==> src/rtl/pin_pulse_pkg.sv <==
`default_nettype none
// ============================================================================
//  Module   : pin_pulse_pkg
//  Purpose  : Shared state encoding and default widths for the pin pulse
//             generator and its timer.
//  Revision : 1.0  initial release
// ============================================================================
package pin_pulse_pkg;

   // Default width of the half-period timer and of half_period
   localparam int CNT_W_DEF  = 32;
   // Default width of burst_len and pulse_cnt
   localparam int PCNT_W_DEF = 16;
   // Value the LED rotation register takes out of reset
   localparam logic [3:0] LED_RESET = 4'b0001;

   // Train sequencer states; pin_out is high only while in HIGH
   typedef enum logic [1:0] {
      IDLE = 2'd0,
      HIGH = 2'd1,
      LOW  = 2'd2,
      FIN  = 2'd3
   } state_t;

endpackage
`default_nettype wire

==> src/rtl/pulse_timer.sv <==
`default_nettype none
// ============================================================================
//  Module   : pulse_timer
//  Purpose  : Loadable down-counter timing one phase of the pulse train.
//             Loaded with H-1 on phase entry; expired flags the final cycle
//             of the phase (count == 0). Never wraps below zero.
//  Revision : 1.0  initial release
// ============================================================================
module pulse_timer #(
   parameter int W = 32
) (
   input  logic         clk,
   input  logic         nrst,
   input  logic         load,
   input  logic [W-1:0] load_val,
   input  logic         en,
   output logic         expired
);

   logic [W-1:0] cnt_q;
   logic [W-1:0] cnt_d;

   // Next count: load has priority, otherwise decrement while enabled and non-zero
   always_comb begin
      cnt_d = cnt_q;
      if (load) begin
         cnt_d = load_val;
      end else if (en && (cnt_q != '0)) begin
         cnt_d = cnt_q - W'(1);
      end
   end

   // Count register, cleared by reset
   always_ff @(posedge clk or negedge nrst) begin
      if (!nrst) begin
         cnt_q <= '0;
      end else begin
         cnt_q <= cnt_d;
      end
   end

   assign expired = (cnt_q == '0);

endmodule
`default_nettype wire

==> src/rtl/pin_pulse_gen.sv <==
`default_nettype none
// ============================================================================
//  Module   : pin_pulse_gen
//  Purpose  : Generates a 50% duty pulse train on pin_out with a programmable
//             half period H = max(half_period, 1) and burst length
//             (0 = continuous). Supports abort via stop and a done strobe.
//  Config   : PIN_PULSE_LED_EN - when defined, led is a one-hot pattern that
//             rotates on every completed pulse; otherwise led is tied to 0.
//  Revision : 1.0  initial release
// ============================================================================
module pin_pulse_gen
   import pin_pulse_pkg::*;
#(
   parameter int CNT_W  = CNT_W_DEF,
   parameter int PCNT_W = PCNT_W_DEF
) (
   input  logic              clk,
   input  logic              nrst,
   input  logic              start,
   input  logic              stop,
   input  logic [CNT_W-1:0]  half_period,
   input  logic [PCNT_W-1:0] burst_len,
   output logic              pin_out,
   output logic              busy,
   output logic              done,
   output logic [PCNT_W-1:0] pulse_cnt,
   output logic [3:0]        led
);

   state_t              state_q, state_d;
   logic [CNT_W-1:0]    h_q, h_d;
   logic [PCNT_W-1:0]   burst_q, burst_d;
   logic [PCNT_W-1:0]   pcnt_q, pcnt_d;
   logic [PCNT_W-1:0]   pcnt_inc;
   logic                pin_q, pin_d;

   logic                tmr_load;
   logic [CNT_W-1:0]    tmr_load_val;
   logic                tmr_en;
   logic                tmr_expired;

   pulse_timer #(
      .W (CNT_W)
   ) u_timer (
      .clk      (clk),
      .nrst     (nrst),
      .load     (tmr_load),
      .load_val (tmr_load_val),
      .en       (tmr_en),
      .expired  (tmr_expired)
   );

   assign pcnt_inc = pcnt_q + PCNT_W'(1);

   // Sequencer next-state, parameter latching, pulse counting and timer control
   always_comb begin
      state_d      = state_q;
      h_d          = h_q;
      burst_d      = burst_q;
      pcnt_d       = pcnt_q;
      tmr_load     = 1'b0;
      tmr_load_val = h_q - CNT_W'(1);
      tmr_en       = 1'b0;

      case (state_q)
         IDLE: begin
            // start together with stop is deliberately ignored
            if (start && !stop) begin
               state_d      = HIGH;
               h_d          = (half_period == '0) ? CNT_W'(1) : half_period;
               burst_d      = burst_len;
               pcnt_d       = '0;
               tmr_load     = 1'b1;
               tmr_load_val = h_d - CNT_W'(1);
            end
         end
         HIGH: begin
            if (stop) begin
               state_d = FIN;
            end else if (tmr_expired) begin
               state_d  = LOW;
               tmr_load = 1'b1;
            end else begin
               tmr_en = 1'b1;
            end
         end
         LOW: begin
            // stop wins over a coincident phase end: the partial pulse is not counted
            if (stop) begin
               state_d = FIN;
            end else if (tmr_expired) begin
               pcnt_d = pcnt_inc;
               if ((burst_q != '0) && (pcnt_inc == burst_q)) begin
                  state_d = FIN;
               end else begin
                  state_d  = HIGH;
                  tmr_load = 1'b1;
               end
            end else begin
               tmr_en = 1'b1;
            end
         end
         FIN: begin
            state_d = IDLE;
         end
         default: begin
            state_d = IDLE;
         end
      endcase

      pin_d = (state_d == HIGH);
   end

   // Sequencer and datapath registers
   always_ff @(posedge clk or negedge nrst) begin
      if (!nrst) begin
         state_q <= IDLE;
         h_q     <= '0;
         burst_q <= '0;
         pcnt_q  <= '0;
         pin_q   <= 1'b0;
      end else begin
         state_q <= state_d;
         h_q     <= h_d;
         burst_q <= burst_d;
         pcnt_q  <= pcnt_d;
         pin_q   <= pin_d;
      end
   end

   assign pin_out   = pin_q;
   assign busy      = (state_q == HIGH) || (state_q == LOW);
   assign done      = (state_q == FIN);
   assign pulse_cnt = pcnt_q;

`ifdef PIN_PULSE_LED_EN
   logic [3:0] led_q, led_d;
   logic       led_adv;

   // A pulse completes exactly when LOW ends on the timer without a stop
   assign led_adv = (state_q == LOW) && !stop && tmr_expired;

   // Rotate the one-hot pattern on every pulse count increment
   always_comb begin
      led_d = led_q;
      if (led_adv) begin
         led_d = {led_q[2:0], led_q[3]};
      end
   end

   // LED rotation register
   always_ff @(posedge clk or negedge nrst) begin
      if (!nrst) begin
         led_q <= LED_RESET;
      end else begin
         led_q <= led_d;
      end
   end

   assign led = led_q;
`else
   assign led = 4'b0000;
`endif

endmodule
`default_nettype wire

==> config.mk <==
export PLATFORM = sky130hd
export DESIGN_NAME = pin_pulse_gen
export DESIGN_NICKNAME = d
export VERILOG_FILES = /design/src/rtl/pin_pulse_pkg.sv /design/src/rtl/pulse_timer.sv /design/src/rtl/pin_pulse_gen.sv
export SDC_FILE = /design/constraint.sdc
export NUM_CORES = 1
export LEC_CHECK = 0
export CAP_MARGIN = 15
export CORE_UTILIZATION = 33
export DETAILED_ROUTE_END_ITERATION = 8
export PLACE_DENSITY = 0.53
export SETUP_SLACK_MARGIN = 0.05
export SKIP_CTS_REPAIR_TIMING = 1
export SYNTH_ARGS = -nofsm -noshare
export SYNTH_HDL_FRONTEND = slang
export SYNTH_HIERARCHICAL = 1
export SYNTH_SLANG_ARGS = --single-unit
==> constraint.sdc <==
create_clock -name clk -period 3.8 [get_ports clk]
set_input_delay 0.76 -clock clk [delete_from_list [all_inputs] [get_ports clk]]
set_output_delay 0.76 -clock clk [all_outputs]
set_load 0.02 [all_outputs]
* Word-level counts from Yosys, hierarchy flattened
Cells that the tools add are included.
** Word-level totals
- Bits in registers :: 99
- Input port bits :: 52
- Output and inout port bits :: 23
- Word-level logic and storage cells :: 59
** Cells by class
- Add/subtract/negate cells :: 4
- Eq/ne operators :: 8
- Muxes and demuxes :: 26
- Reduce and logical (&&, ||, !) cells :: 15
** Operators with widths (count)
- $mux W32 :: 5
- $sub A32 B1 Y32 const B :: 3
- $logic_not A32 Y1 :: 2
- $mux W16 :: 3
- $pmux W16 S2 :: 1
- $reduce_bool A32 Y1 :: 1
- $add A16 B1 Y16 const B :: 1
- $eq A16 B16 Y1 :: 1
- $reduce_bool A16 Y1 :: 1
- $mux W2 :: 6
- $mux W1 :: 9
- $pmux W2 S4 :: 1
- $ne A2 B2 Y1 const B :: 3
- $eq A2 B1 Y1 const B :: 2
- $eq A2 B2 Y1 const B :: 2
- $reduce_and A4 Y1 :: 1
- $reduce_bool A2 Y1 :: 2
- $logic_and A1 B1 Y1 :: 3
- $pmux W1 S3 :: 1
- $logic_not A2 Y1 :: 1
- $reduce_and A2 Y1 :: 1
- $reduce_or A2 Y1 :: 1
- $logic_not A1 Y1 :: 1
- $logic_or A1 B1 Y1 :: 1

* Longest topological paths before layout
- Word-level depth :: 8
- Depth in mapped cells :: 16
- Depth with buffers taken out :: 14

* By module
Netlist, hierarchy kept.
** Modules (own cells, without submodules)
- pin_pulse_gen :: instances 1, cells an instance 673, area each 5033.6 um2, seq. area each 1676.6 um2
- pulse_timer :: instances 1, cells an instance 243, area each 2058.2 um2, seq. area each 800.8 um2

* Worst setup path after synthesis
OpenSTA, ideal clock, no wires.
- Path kind :: input to register
- Start point :: input half_period[14]
- End point :: register u_timer.cnt_q[30]
- Setup time :: 141 ps
- Data arrival time :: 3640 ps
- Data required time :: 3659 ps
- Setup slack :: 19 ps
- Stages :: 16
- Buffers on the path :: 2
- Path through :: or4_1 > or4_1 > buf_2 > or4_4 > nor2_1 > nor2_1 > ha_1 > nand3_1 > or4_1 > clkbuf_1 > nor3_1 > xor2_1 > nand2_1 > o21ai_0 > nor2_1 > a31oi_1
** On the way
- Cells in the longest elaborated chain, start to end :: 6
** RTL lines
- start: declaration :: RTL line pin_pulse_gen.sv:21 : input logic [CNT_W-1:0] half_period,
- $logic_not A32 Y1 :: RTL line pin_pulse_gen.sv:70 : h_d = (half_period == '0) ? CNT_W'(1) : half_period;
- $mux W32 (*) :: RTL line pin_pulse_gen.sv:70
- $sub A32 B1 Y32 (*) :: RTL line pin_pulse_gen.sv:74 : tmr_load_val = h_d - CNT_W'(1);
- $mux W32 (*) :: RTL line pin_pulse_gen.sv:68 : if (start && !stop) begin
- $mux W32 (*) :: RTL line pin_pulse_gen.sv:65 : case (state_q)
- via tmr_load_val[30] :: RTL line pin_pulse_gen.sv:38 : logic [CNT_W-1:0] tmr_load_val;
- $mux W32 (*) :: RTL line pulse_timer.sv:26 : if (load) begin
- end signal: assignment :: RTL line pulse_timer.sv:38 : cnt_q <= cnt_d;
- end: declaration :: RTL line pulse_timer.sv:20 : logic [W-1:0] cnt_q;
Mark *: on every way through the listed nets, which the timed path passes. The rest lies on a longest branch.
A chain may end at the register's enable or synchronous reset.

* Worst setup path in the final report
- Start point :: input half_period[13]
- End point :: register u_timer.cnt_q[25]
The elaborated chain is that of the path after synthesis.

==> run summary <==
Status: complete, no violations
Critical Path RT: 4.03 ns
Slew Limit Headroom: 48.3%
Core box area: 0.0210 sq mm
Post-Synthesis Cells: 916
Die ar.: 0.0221 sq mm
Routability Congestion: 0.848
Count of different cell masters after synthesis: 63
P per Cell Area: 613 mW/mm^2
Fraction of layout cells with a size suffix above 1: 12.6%
Slowest CP cell: or4_4
CTS clk-pin slew, worst paths: 0.07 ns
Via count: 6812
Arr. time, crit path: 3.79 ns
CP top delay family: simple AND/OR/NAND/NOR gates
Max Clock Skew: 0.00803 ns
Initial antenna violation count: 0
Root buffer cell: clkbuf_16
CTS tree: done
Commonest non-fill, non-tap cell in the layout: nand2_1
Avg Cell Area, Syn: 7.74 sq um
Worst vdd ir: 0.260 mV
Ant diodes: 0
Largest incremental delay on the critical path: 0.52 ns
PortBufs: 70
Cell mode on critical path: or4_4
Wirelength per Cell: 15.5 microns
Critical Path Sink Type: flip-flop
Yosys warns: 6
Clock Latency Late Sink: 0.35 ns
Synth Flop Type: dfrtp_1
Total of max-cap violations: 0
Clk sinks: 99
Via density: 5.24
Initial Util: 33.7%
Layout area overhead: 25.3%
Number of flops mapped to enable cells by yosys: 0
Die H: 149 microns
Final Cell Area: 0.00888 sq mm
Layout Nets: 1080
Final setup vio count: 0
RSZ-0062 raised after global routing: false
Static leakage: 3.69 nW
Post-synth ARST share: 100%
Total GRT Usage: 18.7%
Final Hold Viols: 0
IO Count: 75
WL final: 20200 microns
Period utilization: 93.7%
Pins Over Slew Limit: 0
First-pass GRT wire length: 32700 microns
Dpl hpwl: 15100 microns
Critical path type: input port to flip-flop
CP startpoint kind: input port
DR pass1 iterations: 5
Largest net degree at the start of global routing: 53
Sequential cell area fraction in the yosys report: 34.9%
Max Clock Freq: 281 MHz
Final min period: 3.56 ns
Fill count: 2187
Worst-Margin Slew: 0.775 ns
Hold_ws: 0.464 ns
FP Rows: 53
Netlist Area Pre-Place: 0.00709 sq mm
Placed Area: 0.00850 sq mm
Initial DRC Count: 314
Critical path, cell by cell: clkdlybuf4s50_1, or4_4, or4_4, or4_4, buf_4, nand2b_4, or4_4, xor2_1, mux2i_1, buf_4, nand2_1, o211ai_1
Hold/Removal Path Class: input port to async pin
Most frequent cells in the layout: 210 x nand2_1, 99 x dfrtp_1, 74 x buf_4
Max Fanout on Critical Path: 2
Vias in the first global route: 6236
Drc violations: 0
Die W: 149 microns
Post-route ant nets: 0
TritonCTS buffer count: 9
CTS max path bufs: 2
CTS H-Tree Depth: 3
WP buf/inv: 3
Flops & latches, synth: 99
Total grt overflow: 0
==> cell families after synthesis <==
logic type | synth area share (%)
XOR/XNOR | 10.1
other | 0.0529
multiplexers | 0.988
AND/OR/NAND/NOR | 33.7
adder cells (fa/ha/maj) | 1.59
AO/OA/AOI/OAI | 13.8
buffers and inverters | 4.78
flip-flops | 34.9
==> worst reg2reg max path, cell delays in order, from the launching register on <==
cell and delay, ns:
dfrtp_1 0.41, or4_4 0.56, or4_1 0.47, nor4_2 0.33, nand2_1 0.11, or3_1 0.33
o22ai_2 0.24, clkinv_1 0.39, buf_4 0.33, nor2_1 0.15, a31oi_1 0.05
==> state kept, by name, indices dropped and copies added, names as in the netlist <==
register and cells:
burst_q 16, state_q 2, u_timer/cnt_q 32, pin_out 1, h_q 32, pulse_cnt 16
==> layout make-up <==
class	instances	area [sq um]	area share, %
Clock buffer	10	229	2.58
Clock inverter	6	113	1.27
Inverter	24	90.1	1.01
Multi-Input combinational cell	740	4340	48.8
Sequential cell	99	2480	27.9
Tap cell	275	344	3.87
Timing Repair Buffer	145	1290	14.6
==> where the power goes <==
group	internal (W)	total [W]	switching (W)
logic	0.00103	0.00233	0.00130
registers	0.00150	0.00204	0.000548
clock network	0.000647	0.00108	0.000429
total	0.00317	0.00545	0.00227
==> synthesized netlist by cell type (all sizes together), types with 3 or more instances <==
library cell,count,area [sq um]
nor4,21,138
nand4,13,81.3
o2111ai,5,43.8
nor3,42,210
clkbuf,46,175
o31ai,10,75.1
a31oi,20,125
xor2,35,307
nand3,30,150
xnor2,47,412
nor3b,4,30.0
and4,5,43.8
nor2b,3,18.8
ha,9,113
inv,23,86.3
o22ai,3,18.8
a21oi,24,120
and3,15,95.1
a311o,5,50.1
and2,3,18.8
a22o,6,52.6
mux2i,7,70.1
or3,25,168
nand2,211,792
o21ai,49,245
dfrtp,99,2480
buf,10,73.8
o41ai,6,71.3
or2,8,50.1
o311ai,5,43.8
nor2,72,270
or4,27,225
==> metrics by stage <==
| stage | total power (W) | utilization (%) | instances | setup TNS, ns | worst slack (ns) |
|---|---|---|---|---|---|
| floorplan | 0.00358 | - | 919 | 0 | 0.0708 |
| global placement | 0.00434 | 40.5 | 1283 | -1.83 | -0.233 |
| detailed placement | 0.00437 | 40.5 | 1283 | -2.82 | -0.307 |
| CTS | 0.00547 | 42.1 | 1299 | 0 | 0.0497 |
| global route | 0.00587 | 42.3 | 1299 | 0 | 0.0628 |
| finish | 0.00545 | 42.3 | 1299 | 0 | 0.240 |
==> routing by layer <==
| metal | wire length (microns) | global-route usage (%) | share of wire [%] | vias to the layer above |
|---|---|---|---|---|
| met5 | 0 | 0 | 0 | - |
| met4 | 215 | 4.74 | 1.1 | 0 |
| met3 | 576 | 2.15 | 2.9 | 13 |
| met2 | 8930 | 28.7 | 44 | 124 |
| met1 | 10500 | 27.7 | 52 | 3220 |
| li1 | - | - | - | 3455 |
==> final timing paths <==
kind | from | endpoint | slack [ns] | cells after the start
min | nrst | pulse_cnt[2] | 0.46 | 1
max | half_period[13] | u_timer/cnt_q[25] | 0.24 | 12
min in group clk | h_q[31] | h_q[31] | 0.50 | 2
max in group asynchronous | nrst | h_q[14] | 2.64 | 2
min reg2reg | h_q[31] | h_q[31] | 0.50 | 2
max reg2reg | u_timer/cnt_q[8] | u_timer/cnt_q[11] | 0.31 | 10
Note: power is estimated with default switching activity, not from simulation.
